**config.mk**
```make
export PLATFORM = sky130hd
export DESIGN_NAME = fetch_pc_flat
export DESIGN_NICKNAME = d
export VERILOG_FILES = /design/src/rtl/fetch_pc_if.sv /design/src/rtl/fetch_pc.sv /design/src/flat_wrapper.sv
export SDC_FILE = /design/constraint.sdc
export NUM_CORES = 1
export LEC_CHECK = 0
export CAP_MARGIN = 20
export CORE_MARGIN = 5
export CORE_UTILIZATION = 55
export DETAILED_ROUTE_END_ITERATION = 8
export GPL_ROUTABILITY_DRIVEN = 0
export HOLD_SLACK_MARGIN = 0.03
export PLACE_DENSITY = 0.95
export SLEW_MARGIN = 20
export SYNTH_ARGS = -nofsm -noshare
export SYNTH_HDL_FRONTEND = slang
export SYNTH_SLANG_ARGS = --single-unit
export TNS_END_PERCENT = 5
```
**constraint.sdc**
```tcl
create_clock -name clk -period 5.4 [get_ports clk]
set_input_delay 1.08 -clock clk [delete_from_list [all_inputs] [get_ports clk]]
set_output_delay 1.08 -clock clk [all_outputs]
set_load 0.1 [all_outputs]
```
**src/rtl/fetch_pc_if.sv**
```systemverilog
// Fetch-unit bus: branch-unit redirect inputs, instruction-memory request/response
// channel and the instruction stream handed to decode.
//
// Handshakes:
//   imem request : imem_req/imem_addr offered by fetch; the transfer happens on a
//                  rising edge where imem_req && imem_ready.
//   imem response: imem_rvalid/imem_rdata pulse for one cycle per accepted request,
//                  in order, at least one cycle after acceptance; no back-pressure.
//   decode       : if_valid/if_instr/if_pc offered by fetch; decode takes the word on
//                  a rising edge where if_valid && !if_stall, otherwise it stays
//                  held unchanged.
//   redirect     : pcjump is a single-cycle pulse qualified by jalr/ex_pc/rs1data/imm.
interface fetch_pc_if;
  logic        pcjump;
  logic        jalr;
  logic [31:0] ex_pc;
  logic [31:0] rs1data;
  logic [31:0] imm;
  logic        imem_req;
  logic [31:0] imem_addr;
  logic        imem_ready;
  logic        imem_rvalid;
  logic [31:0] imem_rdata;
  logic        if_valid;
  logic [31:0] if_instr;
  logic [31:0] if_pc;
  logic        if_stall;
  logic        misalign;

  modport master (
    input  pcjump, jalr, ex_pc, rs1data, imm,
    output imem_req, imem_addr,
    input  imem_ready, imem_rvalid, imem_rdata,
    output if_valid, if_instr, if_pc,
    input  if_stall,
    output misalign
  );

  modport slave (
    output pcjump, jalr, ex_pc, rs1data, imm,
    input  imem_req, imem_addr,
    output imem_ready, imem_rvalid, imem_rdata,
    input  if_valid, if_instr, if_pc,
    output if_stall,
    input  misalign
  );
endinterface

```
**src/rtl/fetch_pc.sv**
```systemverilog
// Instruction-fetch front end: owns the PC, keeps one imem request in flight,
// buffers up to two fetched words (output register + hold) and squashes the
// wrong path on a branch-unit redirect.
module fetch_pc #(
  parameter logic [31:0] RESET_PC = 32'h0000_0000
) (
  input  logic       clk,
  input  logic       rst,
  fetch_pc_if.master bus
);

  logic [31:0] pc;
  logic [31:0] req_pc;
  logic        outstanding;
  logic        discard;
  logic        hold_valid;
  logic [31:0] hold_instr;
  logic [31:0] hold_pc;
  logic        out_valid;
  logic [31:0] out_instr;
  logic [31:0] out_pc;
  logic        misalign_q;

  logic [31:0] target;
  logic        resp;
  logic        deliver;
  logic        to_hold;
  logic        req;
  logic        accept;

  // Redirect target; jalr clears bit 0 of the computed address.
  always_comb begin
    target = bus.ex_pc + bus.imm;
    if (bus.jalr) target = (bus.rs1data + bus.imm) & ~32'h1;
  end

  // A response only counts while a request is outstanding, so a late word
  // arriving after reset is ignored.
  assign resp    = bus.imem_rvalid && outstanding;
  assign deliver = resp && !discard;
  // A response parked in hold this cycle fills the buffer as surely as an
  // already-valid hold, so it blocks a new request too; otherwise a third word
  // could arrive with nowhere to go.
  assign to_hold = deliver && out_valid && bus.if_stall && !bus.pcjump;
  assign req     = !misalign_q && !rst && !bus.pcjump &&
                   (!outstanding || bus.imem_rvalid) && !hold_valid && !to_hold;
  assign accept  = req && bus.imem_ready;

  assign bus.imem_req  = req;
  assign bus.imem_addr = pc;
  assign bus.if_valid  = out_valid;
  assign bus.if_instr  = out_instr;
  assign bus.if_pc     = out_pc;
  assign bus.misalign  = misalign_q;

  // PC, request tracking, hold buffer and output register; redirect wins over
  // everything except reset.
  always_ff @(posedge clk) begin
    if (rst) begin
      pc          <= RESET_PC;
      req_pc      <= RESET_PC;
      outstanding <= 1'b0;
      discard     <= 1'b0;
      hold_valid  <= 1'b0;
      hold_instr  <= 32'h0;
      hold_pc     <= 32'h0;
      out_valid   <= 1'b0;
      out_instr   <= 32'h0;
      out_pc      <= 32'h0;
      misalign_q  <= 1'b0;
    end else if (bus.pcjump) begin
      pc          <= target;
      out_valid   <= 1'b0;
      hold_valid  <= 1'b0;
      // A same-cycle response is dropped; a still-pending one must be discarded.
      outstanding <= outstanding && !bus.imem_rvalid;
      discard     <= outstanding && !bus.imem_rvalid;
      if (target[1]) misalign_q <= 1'b1;
    end else begin
      if (accept) begin
        req_pc      <= pc;
        pc          <= pc + 32'd4;
        outstanding <= 1'b1;
      end else if (resp) begin
        outstanding <= 1'b0;
      end
      if (resp && discard) discard <= 1'b0;

      if (!out_valid || !bus.if_stall) begin
        if (hold_valid) begin
          out_valid  <= 1'b1;
          out_instr  <= hold_instr;
          out_pc     <= hold_pc;
          hold_valid <= deliver;
          if (deliver) begin
            hold_instr <= bus.imem_rdata;
            hold_pc    <= req_pc;
          end
        end else if (deliver) begin
          out_valid <= 1'b1;
          out_instr <= bus.imem_rdata;
          out_pc    <= req_pc;
        end else begin
          out_valid <= 1'b0;
        end
      end else if (deliver) begin
        hold_valid <= 1'b1;
        hold_instr <= bus.imem_rdata;
        hold_pc    <= req_pc;
      end
    end
  end

endmodule

```
**src/flat_wrapper.sv**
```systemverilog
// flat-port wrapper written by rule: the top's interface ports become plain ports
module fetch_pc_flat 
#(
  parameter logic [31:0] RESET_PC = 32'h0000_0000
)
  (clk, rst, bus_pcjump, bus_jalr, bus_ex_pc, bus_rs1data, bus_imm, bus_imem_req, bus_imem_addr, bus_imem_ready, bus_imem_rvalid, bus_imem_rdata, bus_if_valid, bus_if_instr, bus_if_pc, bus_if_stall, bus_misalign);
  fetch_pc_if bus_i ();
  input  logic clk;
  input  logic rst;
  input wire logic [$bits(bus_i.pcjump)-1:0] bus_pcjump;
  input wire logic [$bits(bus_i.jalr)-1:0] bus_jalr;
  input wire logic [$bits(bus_i.ex_pc)-1:0] bus_ex_pc;
  input wire logic [$bits(bus_i.rs1data)-1:0] bus_rs1data;
  input wire logic [$bits(bus_i.imm)-1:0] bus_imm;
  output wire logic [$bits(bus_i.imem_req)-1:0] bus_imem_req;
  output wire logic [$bits(bus_i.imem_addr)-1:0] bus_imem_addr;
  input wire logic [$bits(bus_i.imem_ready)-1:0] bus_imem_ready;
  input wire logic [$bits(bus_i.imem_rvalid)-1:0] bus_imem_rvalid;
  input wire logic [$bits(bus_i.imem_rdata)-1:0] bus_imem_rdata;
  output wire logic [$bits(bus_i.if_valid)-1:0] bus_if_valid;
  output wire logic [$bits(bus_i.if_instr)-1:0] bus_if_instr;
  output wire logic [$bits(bus_i.if_pc)-1:0] bus_if_pc;
  input wire logic [$bits(bus_i.if_stall)-1:0] bus_if_stall;
  output wire logic [$bits(bus_i.misalign)-1:0] bus_misalign;
  assign bus_i.pcjump = bus_pcjump;
  assign bus_i.jalr = bus_jalr;
  assign bus_i.ex_pc = bus_ex_pc;
  assign bus_i.rs1data = bus_rs1data;
  assign bus_i.imm = bus_imm;
  assign bus_imem_req = bus_i.imem_req;
  assign bus_imem_addr = bus_i.imem_addr;
  assign bus_i.imem_ready = bus_imem_ready;
  assign bus_i.imem_rvalid = bus_imem_rvalid;
  assign bus_i.imem_rdata = bus_imem_rdata;
  assign bus_if_valid = bus_i.if_valid;
  assign bus_if_instr = bus_i.if_instr;
  assign bus_if_pc = bus_i.if_pc;
  assign bus_i.if_stall = bus_if_stall;
  assign bus_misalign = bus_i.misalign;
  fetch_pc #(.RESET_PC(RESET_PC)) u_core (.clk(clk), .rst(rst), .bus(bus_i));
endmodule
```
Word level (Yosys, flattened, before mapping)
Cells that the tools add are included.
- add/sub/neg operators: 3
- eq/ne operators: 1
- multiplexer cells: 23
- bitwise operators: 1
- reductions and logical operators: 35
- operators by type and width (cell ; count):
    two-way mux 32 bit ; 13
    adder 32 bit ; 2
    adder 32 x 3 -> 32 bit (second input constant) ; 1
    logical AND 1 bit ; 13
    zero test 1 bit ; 10
    two-way mux 1 bit ; 10
    nonzero test 2 bit ; 4
    AND reduction 2 bit ; 3
    AND reduction 3 bit ; 1
    nonzero test 3 bit ; 1
    logical OR 1 bit ; 2
    inequality test 2 x 1 -> 1 bit (second input constant) ; 1
    OR reduction 2 bit ; 1
    NOT 1 bit ; 1
- flip-flop bits (word level): 197
- bits of input ports: 135
- word-level logic and storage cells: 74

Depth between registers and ports, before layout
- depth after elaboration: 10
- mapped depth: 12

Worst setup path after synthesis
No wires, ideal clock.
- path type: input -> register
- from: input port bus_pcjump
- to: register u_core.pc[20], in the netlist u_core.bus.imem_addr[20]
- setup time: 0.086 ns
- data arrival time: 3.371 ns
- required time: 5.314 ns
- path slack: 1.943 ns
- stages on the path: 9
- path through: buf_2 > nor4_1 > o211a_1 > nand2_2 > buf_6 > nor3_2 > nand4_1 > mux2_2 > a211oi_1
- cells in the longest elaborated chain, start to end: 7
- RTL lines (what ; line ; text):
    start, declared ; flat_wrapper.sv:10 ; input wire logic [$bits(bus_i.pcjump)-1:0] bus_pcjump;
    zero test 1 bit (*) ; fetch_pc.sv:44, fetch_pc.sv:45 ;
    logical AND 1 bit (2 in series) ; fetch_pc.sv:45 ; assign req = !misalign_q && !rst && !bus.pcjump &&
    logical AND 1 bit ; fetch_pc.sv:46 ; (!outstanding || bus.imem_rvalid) && !hold_valid && !to_hold;
    logical AND 1 bit (*) ; fetch_pc.sv:46 ;
    named net bus_imem_req ; flat_wrapper.sv:15 ; output wire logic [$bits(bus_i.imem_req)-1:0] bus_imem_req;
    logical AND 1 bit (*) ; fetch_pc.sv:47 ; assign accept = req && bus.imem_ready;
    nonzero test 2 bit (no line) (*) ; - ;
    end signal, assigned ; fetch_pc.sv:72 ; pc <= target;
    end signal, assigned ; fetch_pc.sv:82 ; pc <= pc + 32'd4;
    end, declared ; fetch_pc.sv:12 ; logic [31:0] pc;
The timed path passes the listed nets; every way through them passes the cells marked *.
A chain may end at the register's enable or synchronous reset.

Worst setup path in the final report
- from: input port bus_imm[0]
- to: register u_core.pc[30], in the netlist u_core.bus.imem_addr[30]
- cells in the longest elaborated chain, start to end: 3
- RTL lines (what ; line ; text):
    start, declared ; flat_wrapper.sv:14 ; input wire logic [$bits(bus_i.imm)-1:0] bus_imm;
    adder 32 bit (on tied branches) ; fetch_pc.sv:33, fetch_pc.sv:34 ;
    two-way mux 32 bit (*) ; fetch_pc.sv:34 ; if (bus.jalr) target = (bus.rs1data + bus.imm) & ~32'h1;
    two-way mux 32 bit (*) ; fetch_pc.sv:71 ; end else if (bus.pcjump) begin
Mark *: on every way between the ends. The rest lies on a longest branch, timed or not.

==> results.md <==
* Status: finished, final reports clean
* Detailed Routing Iterations Pass 1 at 5
* Total track usage at 0.250
* Main combinational cell family by area after synthesis: compound AO/OA/AOI/OAI gates
* Core Rows at 53
* Synthesized area per cell at 7.95 um^2
* Leakage at 5.11 nW
* CTS tree: yes
* Area growth, synth to finish at 26.2%
* Pwr Density at 265 nW/um^2
* # diodes at 0
* Clock-pin slew on the worst setup and hold paths at 0.07 ns
* Post-route ant nets at 0
* Type of element capturing the critical path: flop
* Fin. max-slew vios at 0
* Share of cells above drive strength 1 at 0.0501
* Root buffer cell: clkbuf_16
* Total Neg Setup Slack at 0 ns
* Synth area leaders: dfxtp_1 (34%), nand2_1 (8.3%), a21oi_1 (7.7%)
* Cells after Synth at 1,456
* First-pass GRT wire length at 50,700 um
* Yosys top cell area share at 0.341
* Cts repair resizes at 0
* Final-report setup violation count at 0
* Fin Clk Skew at 0.00987 ns
* Worst vdd ir at 0.000186 V
* DRC Markers at 0
* Compound-Gate Fraction of Synth Area at 0.245
* Core area at 20,900 um^2
* DR vias at 11,300
* Vias in the first global route at 10,500
* Fin crit share at 0.687
* Worst-Margin Slew at 1.07 ns
* Yosys cell types at 81
* CTS Buffer Depth at 2
* Nets at 1,824
* Worst rel slew slack at 0.285
* Number of warnings issued by yosys at 0
* Max Fanout on Critical Path at 4
* Commonest cells post-synth: nand2_1 (255), dfxtp_1 (197), a21oi_1 (177)
* Synth Area in XOR/XNOR at 0.0492
* Sequential share of the synthesized area at 0.341
* CTS Buf Count at 17
* Fin crit period at 3.71 ns
* Global route overflow at 0
* Total of max-cap violations at 0
* DR iter-0 viols at 792
* FFs w/ async S/R, synth at 0
* Clock sinks at 197
* Finished Core Util at 0.699
* # H-tree levels at 4
* Routed WL at 31,700 um
* Fill cells at 1,656
* RSZ-0062 raised after global routing: no
* Die area at 24,000 um^2
* Die Width at 155 um
* Critical Path RT at 5.70 ns
* CP Buf/Inv Count at 2
* Crit-path cells: clkdlybuf4s50_1, ha_1, inv_1, fa_1, nor2b_1, o21ai_1, a21oi_1, nor2_1, o211ai_2, a31oi_4, or4_1, nand3_1, a211oi_2
* Biggest area consumer among synthesized cells: dfxtp_1
* HPWL after DPL at 23,900 um
* CP peak stage delay at 0.56 ns
* Mean number of vias per cell at 5.93
* Ports at 234
* Final Hold Fails at 0
* Fmax at 269 MHz
* Top-count cell post-synth: nand2_1
* Synthesized net count at 1,655
* PortBufs at 233
* Post-synthesis mux area share at 0.0652
* Hold Crit Class: flop to flop
* CP Launch Type: primary input
* EDFF count, synth at 0
* Synth Flop Type: dfxtp_1
* Seq cells post-synth at 197
* Clock latency on the worst-skew pair at 0.42 ns
* Hold Buf Count CTS at 0
* Wire length per cell at 16.6 um
* Cell Area, Synth at 11,600 um^2
* Post-Synth Simple-Gate Area at 0.192
* Adder-Cell Fraction of Synth Area at 0.0705
* Antenna violations before repair at 0
* Initial Utilization at 0.554
* Crit path DAT at 4.01 ns
* Crit-path leading delay family: simple AND/OR/NAND/NOR gates
* Slowest-stage cell, CP: or4_1
* Critical path type: primary input to flop
* Largest net degree at the start of global routing at 106
* Post-CTS Setup Bufs at 0
* Die H at 155 um
-- through the flow --
stage	setup WS, ns	power (mW)	cell area, um^2	instances	hold WS [ns]
floorplan	1.94	2.29	11600	1456	0.436
global placement	1.34	2.58	14000	1880	0.441
detailed placement	1.29	2.60	14000	1880	0.446
CTS	1.72	3.87	14600	1912	0.455
global route	1.53	4.02	14600	1913	0.476
finish	1.69	3.87	14600	1913	0.454
-- layout make-up --
cell class                 instances  area (um^2)  share of cell area
multi-input combinational       1147         7220               0.494
sequential                       197         3950               0.270
timing repair buffer             243         2430               0.166
clock buffer                      21          450              0.0308
tap                              275          344              0.0235
clock inverter                    11          149              0.0102
inverter                          19         71.3             0.00488
-- report_power, final --
part | internal, mW | switching [mW]
clock | 0.745 | 0.533
combinational | 0.383 | 0.666
sequential | 1.49 | 0.0491
total | 2.62 | 1.25
-- worst paths after layout --
path,startpoint,endpoint,slack (ns),cells past startpoint
setup reg to reg,u_core.hold_valid$_SDFFE_PP0P_,u_core.bus.imem_addr[14]$_SDFFE_PP0P_,2.44,8
hold reg to reg,u_core.hold_pc[12]$_SDFFE_PP0P_,u_core.hold_pc[12]$_SDFFE_PP0P_,0.45,2
setup / recovery,bus_imm[0],u_core.bus.imem_addr[30]$_SDFFE_PP0P_,1.69,13
hold / removal,u_core.hold_pc[12]$_SDFFE_PP0P_,u_core.hold_pc[12]$_SDFFE_PP0P_,0.45,2
-- cells in the final DEF, fill, tap and decap left out, types with 5 or more instances in the layout --
master	instances
o21ai_1	7
nand2_1	255
nand3_1	30
nor4_1	5
nand2b_1	11
and2_1	5
clkdlybuf4s50_1	230
a221oi_1	6
o21a_1	7
a211oi_1	76
o211ai_1	6
nand4_1	15
xor2_1	23
and3_1	8
ha_1	62
a21oi_1	177
buf_4	8
a31oi_1	14
nor2_1	121
o21ai_0	52
nor3_1	13
nor2b_1	8
clkbuf_16	17
xnor2_1	42
a21o_1	29
dfxtp_1	196
inv_1	19
mux2i_1	72
o21bai_1	12
-- worst reg2reg max path: cells and delay by family, from the launching register on --
family,cells,cell delay [ns]
compound gates,5,0.90
flops,1,0.50
simple gates,3,1.50
-- cells by family after synthesis --
family,Yosys count
AO/OA/AOI/OAI,438
XOR/XNOR,65
buffers and inverters,112
multiplexers,75
adder cells (fa/ha/maj),64
AND/OR/NAND/NOR,505
flip-flops,197
-- routing by layer --
| metal | vias to the layer above | global-route usage | part of all wire |
|---|---|---|---|
| li1 | 5539 | - | - |
| met1 | 5171 | 0.324 | 0.42 |
| met2 | 539 | 0.423 | 0.48 |
| met3 | 94 | 0.0356 | 0.076 |
| met4 | 0 | 0.0942 | 0.030 |
| met5 | - | 0 | 0 |
-- state kept, by name, indices dropped and copies added (netlist names) --
signal                count
u_core.bus.if_instr      32
u_core.bus.if_pc         32
u_core.bus.imem_addr     32
u_core.hold_instr        32
u_core.hold_pc           32
u_core.req_pc            32
u_core.bus.if_valid       1
u_core.bus.misalign       1
u_core.discard            1
u_core.hold_valid         1
u_core.outstanding        1
No activity file was read; power rests on OpenSTA's default activity.
